[src/rtl/rtc_bus_sequencer_pkg.sv]
// Shared definitions for the RTC multiplexed-bus sequencer: state encoding,
// inactive strobe level, default phase length and the per-state bus drive table.
package rtc_bus_sequencer_pkg;

    localparam int   CICLOS_FASE_DEF = 10;
    localparam logic STROBE_INACTIVO = 1'b1;

    typedef enum logic [2:0] {
        IDLE        = 3'd0,
        ADDR_SETUP  = 3'd1,
        ADDR_STROBE = 3'd2,
        ADDR_HOLD   = 3'd3,
        DATA_SETUP  = 3'd4,
        DATA_STROBE = 3'd5,
        DATA_HOLD   = 3'd6,
        DONE        = 3'd7
    } estado_e;

    typedef struct packed {
        logic       cs_n;
        logic       rd_n;
        logic       wr_n;
        logic       ad_n;
        logic       ad_oe;
        logic [7:0] ad_out;
    } bus_drive_t;

    function automatic estado_e siguienteEstado(estado_e e);
        case (e)
            IDLE:        return ADDR_SETUP;
            ADDR_SETUP:  return ADDR_STROBE;
            ADDR_STROBE: return ADDR_HOLD;
            ADDR_HOLD:   return DATA_SETUP;
            DATA_SETUP:  return DATA_STROBE;
            DATA_STROBE: return DATA_HOLD;
            DATA_HOLD:   return DONE;
            default:     return IDLE;
        endcase
    endfunction

    // The address strobe always uses wr_n, even for reads; only the data phase
    // chooses between rd_n and wr_n.
    function automatic bus_drive_t busDrive(estado_e e, logic esEscritura,
                                            logic [7:0] dir, logic [7:0] dato);
        bus_drive_t b;
        b.cs_n   = STROBE_INACTIVO;
        b.rd_n   = STROBE_INACTIVO;
        b.wr_n   = STROBE_INACTIVO;
        b.ad_n   = STROBE_INACTIVO;
        b.ad_oe  = 1'b0;
        b.ad_out = 8'h00;
        case (e)
            ADDR_SETUP, ADDR_STROBE, ADDR_HOLD: begin
                b.cs_n   = 1'b0;
                b.ad_n   = 1'b0;
                b.ad_oe  = 1'b1;
                b.ad_out = dir;
                b.wr_n   = (e == ADDR_STROBE) ? 1'b0 : STROBE_INACTIVO;
            end
            DATA_SETUP, DATA_STROBE, DATA_HOLD: begin
                b.cs_n = 1'b0;
                if (esEscritura) begin
                    b.ad_oe  = 1'b1;
                    b.ad_out = dato;
                    b.wr_n   = (e == DATA_STROBE) ? 1'b0 : STROBE_INACTIVO;
                end else begin
                    b.rd_n   = (e == DATA_STROBE) ? 1'b0 : STROBE_INACTIVO;
                end
            end
            default: ;
        endcase
        return b;
    endfunction

endpackage

[src/rtl/rtc_bus_sequencer_fase_timer.sv]
// Phase down-counter: reloads on every state entry and flags the last cycle
// of a phase when it reaches zero.
module fase_timer (
    input  logic       clk,
    input  logic       rst,
    input  logic       carga_i,
    input  logic       decrementa_i,
    input  logic [7:0] valor_i,
    output logic       fin_o
);

    logic [7:0] cuenta_q;

    always_ff @(posedge clk) begin
        if (rst) begin
            cuenta_q <= 8'd0;
        end else if (carga_i) begin
            cuenta_q <= valor_i;
        end else if (decrementa_i && (cuenta_q != 8'd0)) begin
            cuenta_q <= cuenta_q - 8'd1;
        end
    end

    assign fin_o = (cuenta_q == 8'd0);

endmodule

[src/rtl/rtc_bus_sequencer.sv]
// Sequences one read or write cycle on a multiplexed-address/data RTC bus,
// six timed phases followed by a one-cycle done pulse.
module rtc_bus_sequencer
    import rtc_bus_sequencer_pkg::*;
#(
    parameter int CICLOS_FASE = CICLOS_FASE_DEF
) (
    input  logic       clk,
    input  logic       rst,
    input  logic       arranque,
    input  logic       tipo,
    input  logic [7:0] direccion,
    input  logic [7:0] dato_escritura,
    input  logic [7:0] ad_in,
    output logic [7:0] ad_out,
    output logic       ad_oe,
    output logic       cs_n,
    output logic       rd_n,
    output logic       wr_n,
    output logic       ad_n,
    output logic [7:0] dato_leido,
    output logic       ocupado,
    output logic       listo
);

    localparam logic [7:0] RECARGA = 8'(CICLOS_FASE - 1);

    estado_e    estado_q, estado_d;
    logic       tipo_q, tipo_d;
    logic [7:0] direccion_q, direccion_d;
    logic [7:0] dato_q, dato_d;
    logic       carga, decrementa, fin;
    bus_drive_t salida_d;

    fase_timer u_fase_timer (
        .clk          (clk),
        .rst          (rst),
        .carga_i      (carga),
        .decrementa_i (decrementa),
        .valor_i      (RECARGA),
        .fin_o        (fin)
    );

    // Outputs are registered from the next state and next latched values, so
    // the pins change on the same edge as the state.
    always_comb begin
        estado_d    = estado_q;
        tipo_d      = tipo_q;
        direccion_d = direccion_q;
        dato_d      = dato_q;
        carga       = 1'b0;
        decrementa  = 1'b0;
        case (estado_q)
            IDLE: begin
                if (arranque) begin
                    estado_d    = ADDR_SETUP;
                    tipo_d      = tipo;
                    direccion_d = direccion;
                    dato_d      = dato_escritura;
                    carga       = 1'b1;
                end
            end
            DONE: estado_d = IDLE;
            default: begin
                if (fin) begin
                    estado_d = siguienteEstado(estado_q);
                    carga    = 1'b1;
                end else begin
                    decrementa = 1'b1;
                end
            end
        endcase
        salida_d = busDrive(estado_d, tipo_d, direccion_d, dato_d);
    end

    always_ff @(posedge clk) begin
        if (rst) begin
            estado_q    <= IDLE;
            tipo_q      <= 1'b0;
            direccion_q <= 8'h00;
            dato_q      <= 8'h00;
            dato_leido  <= 8'h00;
            ad_out      <= 8'h00;
            ad_oe       <= 1'b0;
            cs_n        <= STROBE_INACTIVO;
            rd_n        <= STROBE_INACTIVO;
            wr_n        <= STROBE_INACTIVO;
            ad_n        <= STROBE_INACTIVO;
            listo       <= 1'b0;
            ocupado     <= 1'b0;
        end else begin
            estado_q    <= estado_d;
            tipo_q      <= tipo_d;
            direccion_q <= direccion_d;
            dato_q      <= dato_d;
            ad_out      <= salida_d.ad_out;
            ad_oe       <= salida_d.ad_oe;
            cs_n        <= salida_d.cs_n;
            rd_n        <= salida_d.rd_n;
            wr_n        <= salida_d.wr_n;
            ad_n        <= salida_d.ad_n;
            listo       <= (estado_d == DONE);
            ocupado     <= (estado_d != IDLE);
            if ((estado_q == DATA_STROBE) && fin && !tipo_q) begin
                dato_leido <= ad_in;
            end
        end
    end

endmodule

[config.mk]
export PLATFORM = sky130hd
export DESIGN_NAME = rtc_bus_sequencer
export DESIGN_NICKNAME = d
export VERILOG_FILES = /design/src/rtl/rtc_bus_sequencer_pkg.sv /design/src/rtl/rtc_bus_sequencer_fase_timer.sv /design/src/rtl/rtc_bus_sequencer.sv
export SDC_FILE = /design/constraint.sdc
export NUM_CORES = 1
export LEC_CHECK = 0
export ABC_AREA = 0
export CAP_MARGIN = 20
export CELL_PAD_IN_SITES_DETAIL_PLACEMENT = 1
export CELL_PAD_IN_SITES_GLOBAL_PLACEMENT = 1
export CORE_MARGIN = 3
export CORE_UTILIZATION = 30
export CTS_CLUSTER_DIAMETER = 40
export CTS_CLUSTER_SIZE = 10
export DETAILED_ROUTE_END_ITERATION = 10
export GPL_TIMING_DRIVEN = 0
export PLACE_DENSITY_LB_ADDON = 0.05
export SETUP_SLACK_MARGIN = 0.02
export SLEW_MARGIN = 15
export SYNTH_ARGS = -nofsm -noshare
export SYNTH_HDL_FRONTEND = slang
export SYNTH_SLANG_ARGS = --single-unit
[constraint.sdc]
create_clock -name clk -period 4.1 [get_ports clk]
set_input_delay 0.82 -clock clk [delete_from_list [all_inputs] [get_ports clk]]
set_output_delay 0.82 -clock clk [all_outputs]
set_load 0.01 [all_outputs]
==> impl_metrics.tcl, run 1 <==
set metrics [dict create \
    outcome "completed" \
    grt_setup_unrepaired "false" \
    r2r_slack_ns 1.66 \
    drv_slew 0 \
    gp_congestion 0.739 \
    crit_type "in -> reg" \
    ys_seq_elements 51 \
    ant_nets 0 \
    clkPwrFrac 0.196 \
    core_area_um2 6490 \
    hold_buffers 0 \
    arrival_ns 2.97 \
    drt-initial-drc-count 57 \
    synthesis.area_per_instance_um2 8.98 \
    start_kind "input port" \
    setup_slack_ns 1.33 \
    crit_required_ns 4.30 \
    htreeDepth 2 \
    synth_area_um2 2050 \
    wl_um 5740 \
    p_per_area_nw_per_um2 670 \
    netSwitchingFraction 0.401 \
    initial_utilization 0.315 \
    crit_fanout 10 \
    cts_tree "yes" \
    hpwlAfterDp_um 4040 \
    antenna_cells 0 \
    die-area_um2 7850 \
    synthesis.nets 258 \
    final_nets 315 \
    root_buffer "clkbuf_8" \
    cap_violations 0 \
    clockBufferDepth 2 \
    grt_start_max_net_pins 16 \
    hp-class "reg -> reg" \
    p_sw_uw 741 \
    post_cts_buffers 0 \
    die_w_um 88.6 \
    power_mw 1.85 \
    yosysTopAreaCell "dfxtp_1" \
    synth_cells 228 \
    layout-drive-gt1-share 0.0734 \
    synth_cell_types 44 \
    fin_tns_setup_ns 0 \
    async_reset_ff_frac 0 \
    num_rows 29 \
    critPathCaptureType "flip-flop" \
    route.detailed.drc 0 \
    antenna_found_initial 0 \
    combinationalPowerShare 0.449 \
    top_level_ports 51 \
    wl_per_cell_um 15.8 \
    p_seq_frac 0.356 \
    leakage_nw 1.04 \
    ctsResizeCount 0 \
    die_h_um 88.6 \
    ir_drop_mv 0.369 \
    numCtsBuffers 5 \
    holdWs_ns 0.468 \
    grt_remaining_overflow 0 \
    setup_viol 0 \
    internal_power_mw 1.11 \
    post_dp_cell_area_um2 2640 \
    yosysTopAreaCellShare 0.499 \
    grtUsageTotal 0.157 \
    slew_headroom 0.409 \
    grt_pass1_wl_um 9490 \
    area_delta_synth_final_pct 34.9 \
    timing.final.crit_share 0.676 \
    hold_viol_final 0 \
    cts.sinks 51 \
    ys_seq_area_frac 0.499 \
    worst_clock_skew_ns 0.00979 \
    worst_slew_pin_slew_ns 0.887 \
    clk_latency_ns 0.30 \
    viasPerCell 5.07 \
    synth_edf_count 0 \
    finalCriticalPeriod_ns 2.77 \
    synth.area.top_cells "dfxtp_1, nand2_1, a21oi_1" \
    clock.fmax_mhz 361 \
    ys.flop_type "dfxtp_1" \
    io_buffers 50 \
    num_vias 1842 \
    final_cell_area_um2 2760 \
    grt_pass1_vias 1841 \
    path_clk_slew_ns 0.09 \
    drt_pre_antenna_iters 4 \
    dp_slack_ns 0.948 \
    synth_warnings 0 \
]
[critical path: stages]
cell and delay, ns:
clkdlybuf4s50_1 0.57, or4b_2 0.60, clkbuf_1 0.27, buf_2 0.28, nand2_1 0.09, a21oi_1 0.08, a22o_1 0.24
[power groups by stage]
stage                     Clock, mW  Sequential [mW]  Combinational (mW)
after detailed placement          0            0.672               0.831
final                         0.362            0.658               0.830
after global placement            0            0.666               0.830
after global routing          0.402            0.673               0.938
after CTS                     0.377            0.660               0.837
after floorplan                   0            0.673               0.537
[cell type report]
| type | count | area, um2 |
|---|---|---|
| Fill cell | 761 | 3730 |
| Timing Repair Buffer | 50 | 500 |
| Clock buffer | 6 | 82.6 |
| Clock inverter | 2 | 35.0 |
| Buffer | 15 | 65.1 |
| Sequential cell | 51 | 1020 |
| Tap cell | 77 | 96.3 |
| Inverter | 5 | 18.8 |
| Multi-Input combinational cell | 157 | 942 |
[stage by stage]
stage	cells	util
2_1_floorplan	228	-
3_3_place_gp	355	0.407
3_5_place_dp	355	0.407
4_1_cts	363	0.425
5_1_grt	363	0.425
6_report	363	0.425
[cells in the final DEF (no fill, tap or decap), types with 6 or more instances in the layout]
cell type and count:
nor2_1 15, mux2i_1 9, nand2_1 41, clkdlybuf4s50_1 50, clkbuf_1 12, dfxtp_1 51
clkbuf_8 6, a21oi_1 25, o21ai_0 8, a22o_1 8
[flip-flops by register name, summed over array words and instances, names as in the netlist]
signal / cells
dato_q: 8
dato_leido: 8
tipo_q: 1
ad_oe: 1
direccion_q: 8
u_fase_timer.cuenta_q: 8
estado_q: 3
ocupado: 1
ad_n: 1
rd_n: 1
listo: 1
ad_out: 8
cs_n: 1
wr_n: 1
[per-layer routing]
metal | share of wire | up-vias | GRT usage
met5 | 0 | - | 0
met4 | 0.012 | 0 | 0.0440
met3 | 0.044 | 5 | 0.0345
met2 | 0.44 | 36 | 0.243
met1 | 0.51 | 879 | 0.221
li1 | - | 922 | -
[cells by family (layout without fill, tap and decap cells)]
kind of cell | after synthesis | count (layout) | share of synthesized area
fa+ha+maj | 2 | 2 | 0.0122
simple gates | 86 | 86 | 0.211
mux | 9 | 9 | 0.0440
flops | 51 | 51 | 0.499
buf+inv | 20 | 78 | 0.0409
compound gates | 60 | 60 | 0.193
[Yosys cell counts, drive strengths merged (3+ instances only)]
cell type	instances
buf	3
nor2	16
or3	5
a22o	8
dfxtp	51
a21oi	25
nor3	3
o21ai	8
nand2	41
nand3	3
clkbuf	12
or4	5
a31oi	3
mux2i	9
inv	5
o31ai	4
[worst paths after layout]
check                           start        end  depth (start not counted)
max reg2reg  u_fase_timer.cuenta_q[0]  ad_out[1]                          7
min reg2reg                 dato_q[6]  dato_q[6]                          2
max                          arranque  ad_out[1]                          7
min                         dato_q[6]  dato_q[6]                          2
(Power assumes the default switching activity.)
==> run 2: changes to the inputs <==
==> constraint.sdc (replaced) <==
create_clock -name clk -period 2.5 [get_ports clk]
set_input_delay 0.5 -clock clk [delete_from_list [all_inputs] [get_ports clk]]
set_output_delay 0.5 -clock clk [all_outputs]
set_load 0.01 [all_outputs]
==> impl_metrics.tcl, run 2 (synthesis gave the netlist of run 1 again) <==
set metrics [dict create \
    outcome "completed" \
    die-area_um2 7850 \
    r2r_cells 7 \
    hold_viol_final 0 \
    start_kind "input port" \
    p_per_area_nw_per_um2 1110 \
    die_w_um 88.6 \
    final_cell_area_um2 2800 \
    ir_drop_mv 0.610 \
    area_delta_synth_final_pct 36.7 \
    crit_cells 6 \
    antenna_found_initial 0 \
    timing.rr.start "u_fase_timer.cuenta_q[0]" \
    nFillCells 759 \
    hold_buffers 0 \
    final_cell_mix "dfxtp_1, clkdlybuf4s50_1, nand2_1" \
    grt_remaining_overflow 0 \
    clock.fmax_mhz 426 \
    cap_violations 0 \
    grt_start_max_net_pins 16 \
    numCtsBuffers 5 \
    viasPerCell 5.07 \
    num_vias 1857 \
    gp_congestion 0.739 \
    critPathLaunch "arranque" \
    endpoint "ad_out[1]" \
    die_h_um 88.6 \
    leakage_nw 1.07 \
    grt_pass1_vias 1862 \
    drt-initial-drc-count 53 \
    grtUsageTotal 0.158 \
    final_common_cell "dfxtp_1" \
    post_dp_cell_area_um2 2640 \
    route.detailed.drc 0 \
    r2r_slack_ns 0.15 \
    clockBufferDepth 2 \
    core_area_um2 6490 \
    seqCellArea_um2 1020 \
    grt_setup_unrepaired "false" \
    worst_slew_pin_slew_ns 0.627 \
    io_buffers 50 \
    num_rows 29 \
    layout-drive-gt1-share 0.0865 \
    final_nets 318 \
    power_mw 3.10 \
    drt_pre_antenna_iters 4 \
    initial_utilization 0.315 \
    path_clk_slew_ns 0.09 \
    finalCriticalPeriod_ns 2.35 \
    cts_tree "yes" \
    max_stage_delay_ns 0.78 \
    slew_headroom 0.578 \
    drv_slew 0 \
    cpLargestDelayFamily "simple AND/OR/NAND/NOR gates" \
    hp-class "reg -> reg" \
    root_buffer "clkbuf_8" \
    crit_buf_inv 2 \
    top_level_ports 51 \
    cts.sinks 51 \
    timing.final.crit_share 0.939 \
    ant_nets 0 \
    worstReg2RegEnd "ad_out[1]" \
    arrival_ns 2.55 \
    crit_type "in -> reg" \
    path_cells "clkdlybuf4s50_1, or4b_2, buf_2, nand2_1, a21oi_1, a22o_1" \
    wl_um 5830 \
    crit_fanout 10 \
    htreeDepth 2 \
    crit_required_ns 2.70 \
    wl_per_cell_um 15.9 \
    clk_latency_ns 0.30 \
    hpwlAfterDp_um 4040 \
    setup_viol 0 \
    multi_input_area_um2 953 \
    antenna_cells 0 \
    cp_slowest_cell "or4b_2" \
    worst_clock_skew_ns 0.00864 \
    holdWs_ns 0.468 \
    grt_pass1_wl_um 9550 \
    critPathCaptureType "flip-flop" \
]
==> run 2: area by class of cell <==
cell class,count,area share
flip-flops and latches,51,0.365
inverters,5,0.00671
multi-input cells,157,0.341
plain buffers,14,0.0219
clock inverters,2,0.0125
clock buffers,6,0.0295
well taps,77,0.0344
repair buffers,54,0.190
==> run 2: power by group <==
part | switching [mW] | internal (mW)
combinational | 0.877 | 0.545
clock | 0.271 | 0.324
sequential | 0.0914 | 0.990
==> run 2: metrics by stage <==
stage	instances	TNS [ns]	utilization	worst slack (ns)
3_5_place_dp	355	-4.69	0.407	-0.332
4_1_cts	366	0	0.430	0.0445
5_1_grt	366	0	0.431	0.0313
3_3_place_gp	355	-5.08	0.407	-0.336
6_report	366	0	0.431	0.151
2_1_floorplan	228	0	-	0.410
==> run 2: repair_timing <==
action	4_1_cts	5_1_grt
resized for setup	1	0
endpoints found under the setup margin	8	14
buffers inserted	3	1
==> run 2: how the worst min path moves through the flow <==
stage / cells after the start / from / slack (ns) / end
CTS: 2 / dato_q[7] / 0.47 / dato_q[7]
finish: 2 / dato_q[7] / 0.47 / dato_q[7]
global placement: 2 / direccion_q[0] / 0.45 / direccion_q[0]
floorplan: 2 / direccion_q[0] / 0.43 / direccion_q[0]
detailed placement: 2 / dato_q[7] / 0.46 / dato_q[7]
global route: 2 / dato_q[7] / 0.49 / dato_q[7]
==> run 2: routing by layer <==
layer,up-vias,share of wire,global-route usage,routed length (um)
li1,930,-,-,-
met1,887,0.50,0.218,2940
met2,35,0.44,0.248,2590
met3,5,0.041,0.0345,238
met4,0,0.011,0.0495,63
met5,-,0,0,0
==> run 2: tightest hold or removal path: stages (launching register included) <==
cell     delay [ns]
dfxtp_1        0.31
nand2_1        0.05
a21oi_1        0.07
==> run 3: changes to the inputs <==
--- a/config.mk
+++ b/config.mk
@@ -5,8 +5,7 @@
 export SDC_FILE = /design/constraint.sdc
 export NUM_CORES = 1
 export LEC_CHECK = 0
-export ABC_AREA = 0
-export CAP_MARGIN = 20
+export ABC_AREA = 1
 export CELL_PAD_IN_SITES_DETAIL_PLACEMENT = 1
 export CELL_PAD_IN_SITES_GLOBAL_PLACEMENT = 1
 export CORE_MARGIN = 3
@@ -14,6 +13,7 @@
 export CTS_CLUSTER_DIAMETER = 40
 export CTS_CLUSTER_SIZE = 10
 export DETAILED_ROUTE_END_ITERATION = 10
+export DONT_BUFFER_PORTS = 1
 export GPL_TIMING_DRIVEN = 0
 export PLACE_DENSITY_LB_ADDON = 0.05
 export SETUP_SLACK_MARGIN = 0.02
==> impl_metrics.tcl, run 3 <==
set metrics [dict create \
    power_mw 1.77 \
    synthesis.area_per_instance_um2 7.79 \
    path_cells "inv_1, ha_1, nand2_1, nor2_8, nand2_1, o21ai_0, nand2_1, nand2_4, nand3_1, a21oi_1" \
    synth_edf_count 0 \
    worst_clock_skew_ns 0.00617 \
    wl_um 5700 \
    grt_setup_unrepaired "false" \
    start_kind "flip-flop" \
    slew_headroom 0.621 \
    drt_pre_antenna_iters 4 \
    initial_utilization 0.320 \
    crit_fanout 10 \
    synth_cells 288 \
    cts.sinks 51 \
    timing.critical_path.mode_cell "nand2_1" \
    clock.fmax_mhz 537 \
    synth.area.top_cells "dfxtp_1, nor2_1, nand2_1" \
    final_common_cell "nor2_1" \
    cp_slowest_cell "dfxtp_1" \
    num_vias 1818 \
    p_per_area_nw_per_um2 714 \
    numCtsBuffers 5 \
    synth_cell_types 34 \
    timing.final.crit_share 0.745 \
    synthesis.nets 318 \
    wl_per_cell_um 14.5 \
    grt_pass1_vias 1870 \
    final_nets 325 \
    drt-initial-drc-count 58 \
    htreeDepth 2 \
    area_delta_synth_final_pct 10.6 \
    ctsResizeCount 0 \
    clk_latency_ns 0.31 \
    die-area_um2 8560 \
    hold_viol_final 0 \
    crit_required_ns 2.73 \
    cap_violations 0 \
    die_h_um 92.5 \
    synth_area_um2 2240 \
    layout-drive-gt1-share 0.162 \
    post_cts_buffers 0 \
    clockBufferDepth 2 \
    nFillCells 881 \
    fin_tns_setup_ns 0 \
    root_buffer "clkbuf_8" \
    route.detailed.drc 0 \
    setup_viol 0 \
    antenna_found_initial 0 \
    viasPerCell 4.64 \
    async_reset_ff_frac 0 \
    leakage_nw 1.02 \
    grt_start_max_net_pins 16 \
    yosysTopAreaCell "dfxtp_1" \
    drv_slew 0 \
    ys_seq_area_frac 0.455 \
    ir_drop_mv 0.224 \
    max_stage_delay_ns 0.32 \
    synth_warnings 0 \
    top_level_ports 51 \
    grt_remaining_overflow 0 \
    ant_nets 0 \
    crit_type "reg -> reg" \
    critPathCaptureType "flip-flop" \
    yosysTopAreaCellShare 0.455 \
    ys.flop_type "dfxtp_1" \
    outcome "completed" \
    grt_pass1_wl_um 9520 \
    synth_top_cells_by_count "nor2_1, dfxtp_1, nand2_1" \
    synth_most_common_cell "nor2_1" \
    hpwlAfterDp_um 4200 \
    final_cell_mix "nor2_1, dfxtp_1, nand2_1" \
    die_w_um 92.5 \
    grtUsageTotal 0.142 \
    finalCriticalPeriod_ns 1.86 \
    ys_seq_elements 51 \
    hold_buffers 0 \
    hp-class "in -> reg" \
    antenna_cells 0 \
    arrival_ns 2.09 \
    num_rows 30 \
    multi_input_area_um2 1050 \
    cts_tree "yes" \
    path_clk_slew_ns 0.09 \
    core_area_um2 7020 \
    gp_congestion 0.732 \
    io_buffers 0 \
    seqCellArea_um2 1020 \
    worst_slew_pin_slew_ns 0.569 \
]
-- run 3: cell types whose count changed in the layout (fill, tap and decap cells not counted), moves of 8 or more --
cell and change:
a22o_1 -8, nor2_1 +39, o21a_1 +8, mux2i_1 -9
o21ai_1 +10, nand3_1 +17, a21oi_1 -10, clkdlybuf4s50_1 -50
clkbuf_1 -8, inv_1 +22, or2_2 +8
-- run 3: path summary, 6_finish.rpt --
kind / startpoint / end / slack, ns / cells past startpoint
worst min-delay path: rst / tipo_q / 0.27 / 1
worst max register to register: u_fase_timer.cuenta_q[0] / ad_out[2] / 0.64 / 10
worst max-delay path: u_fase_timer.cuenta_q[0] / ad_out[2] / 0.64 / 10
worst min register to register: u_fase_timer.cuenta_q[1] / u_fase_timer.cuenta_q[1] / 0.50 / 2
-- run 3: through the flow --
step / std cells / cell area [um2] / hold WS [ns] / util / setup slack [ns]
4_1_cts: 392 / 2480 / 0.261 / 0.354 / 0.628
2_1_floorplan: 288 / 2240 / 0.459 / - / 0.938
3_3_place_gp: 384 / 2360 / 0.476 / 0.337 / 0.630
6_report: 392 / 2480 / 0.271 / 0.354 / 0.637
5_1_grt: 392 / 2480 / 0.270 / 0.354 / 0.414
3_5_place_dp: 384 / 2360 / 0.487 / 0.337 / 0.647
-- run 3: kinds of logic after synthesis --
group                      count (synthesis)  synth area share
and+or+nand+nor                          144             0.317
adders and majority gates                  2            0.0111
buffers and inverters                     41            0.0764
xor gates and xnor gates                   1           0.00390
DFF                                       51             0.455
AOI/OAI and AO/OA                         49             0.137
-- run 3: critical path, delay by kind of cell, from the launching register on --
family	cells	cell delay (ns)
AO/OA/AOI/OAI	2	0.27
adder cells (fa/ha/maj)	1	0.16
buffers and inverters	1	0.12
flip-flops	1	0.32
AND/OR/NAND/NOR	6	0.90
-- run 3: area by class of cell --
type,count,area share
Clock inverter,2,0.0141
Buffer,8,0.0192
Multi-Input combinational cell,196,0.424
Sequential cell,51,0.411
Clock buffer,6,0.0333
Inverter,33,0.0499
Tap cell,96,0.0484
-- run 3: layer usage --
layer	GRT usage	routed length (um)
met3	0.0357	252
met5	0	0
met1	0.206	2870
met2	0.204	2500
met4	0.0483	72
-- run 3: power by group --
| group | leakage, nW | internal [mW] | switching, mW |
|---|---|---|---|
| logic | 0.540 | 0.0980 | 0.181 |
| registers | 0.418 | 0.860 | 0.0295 |
| clock network | 0.0612 | 0.324 | 0.280 |
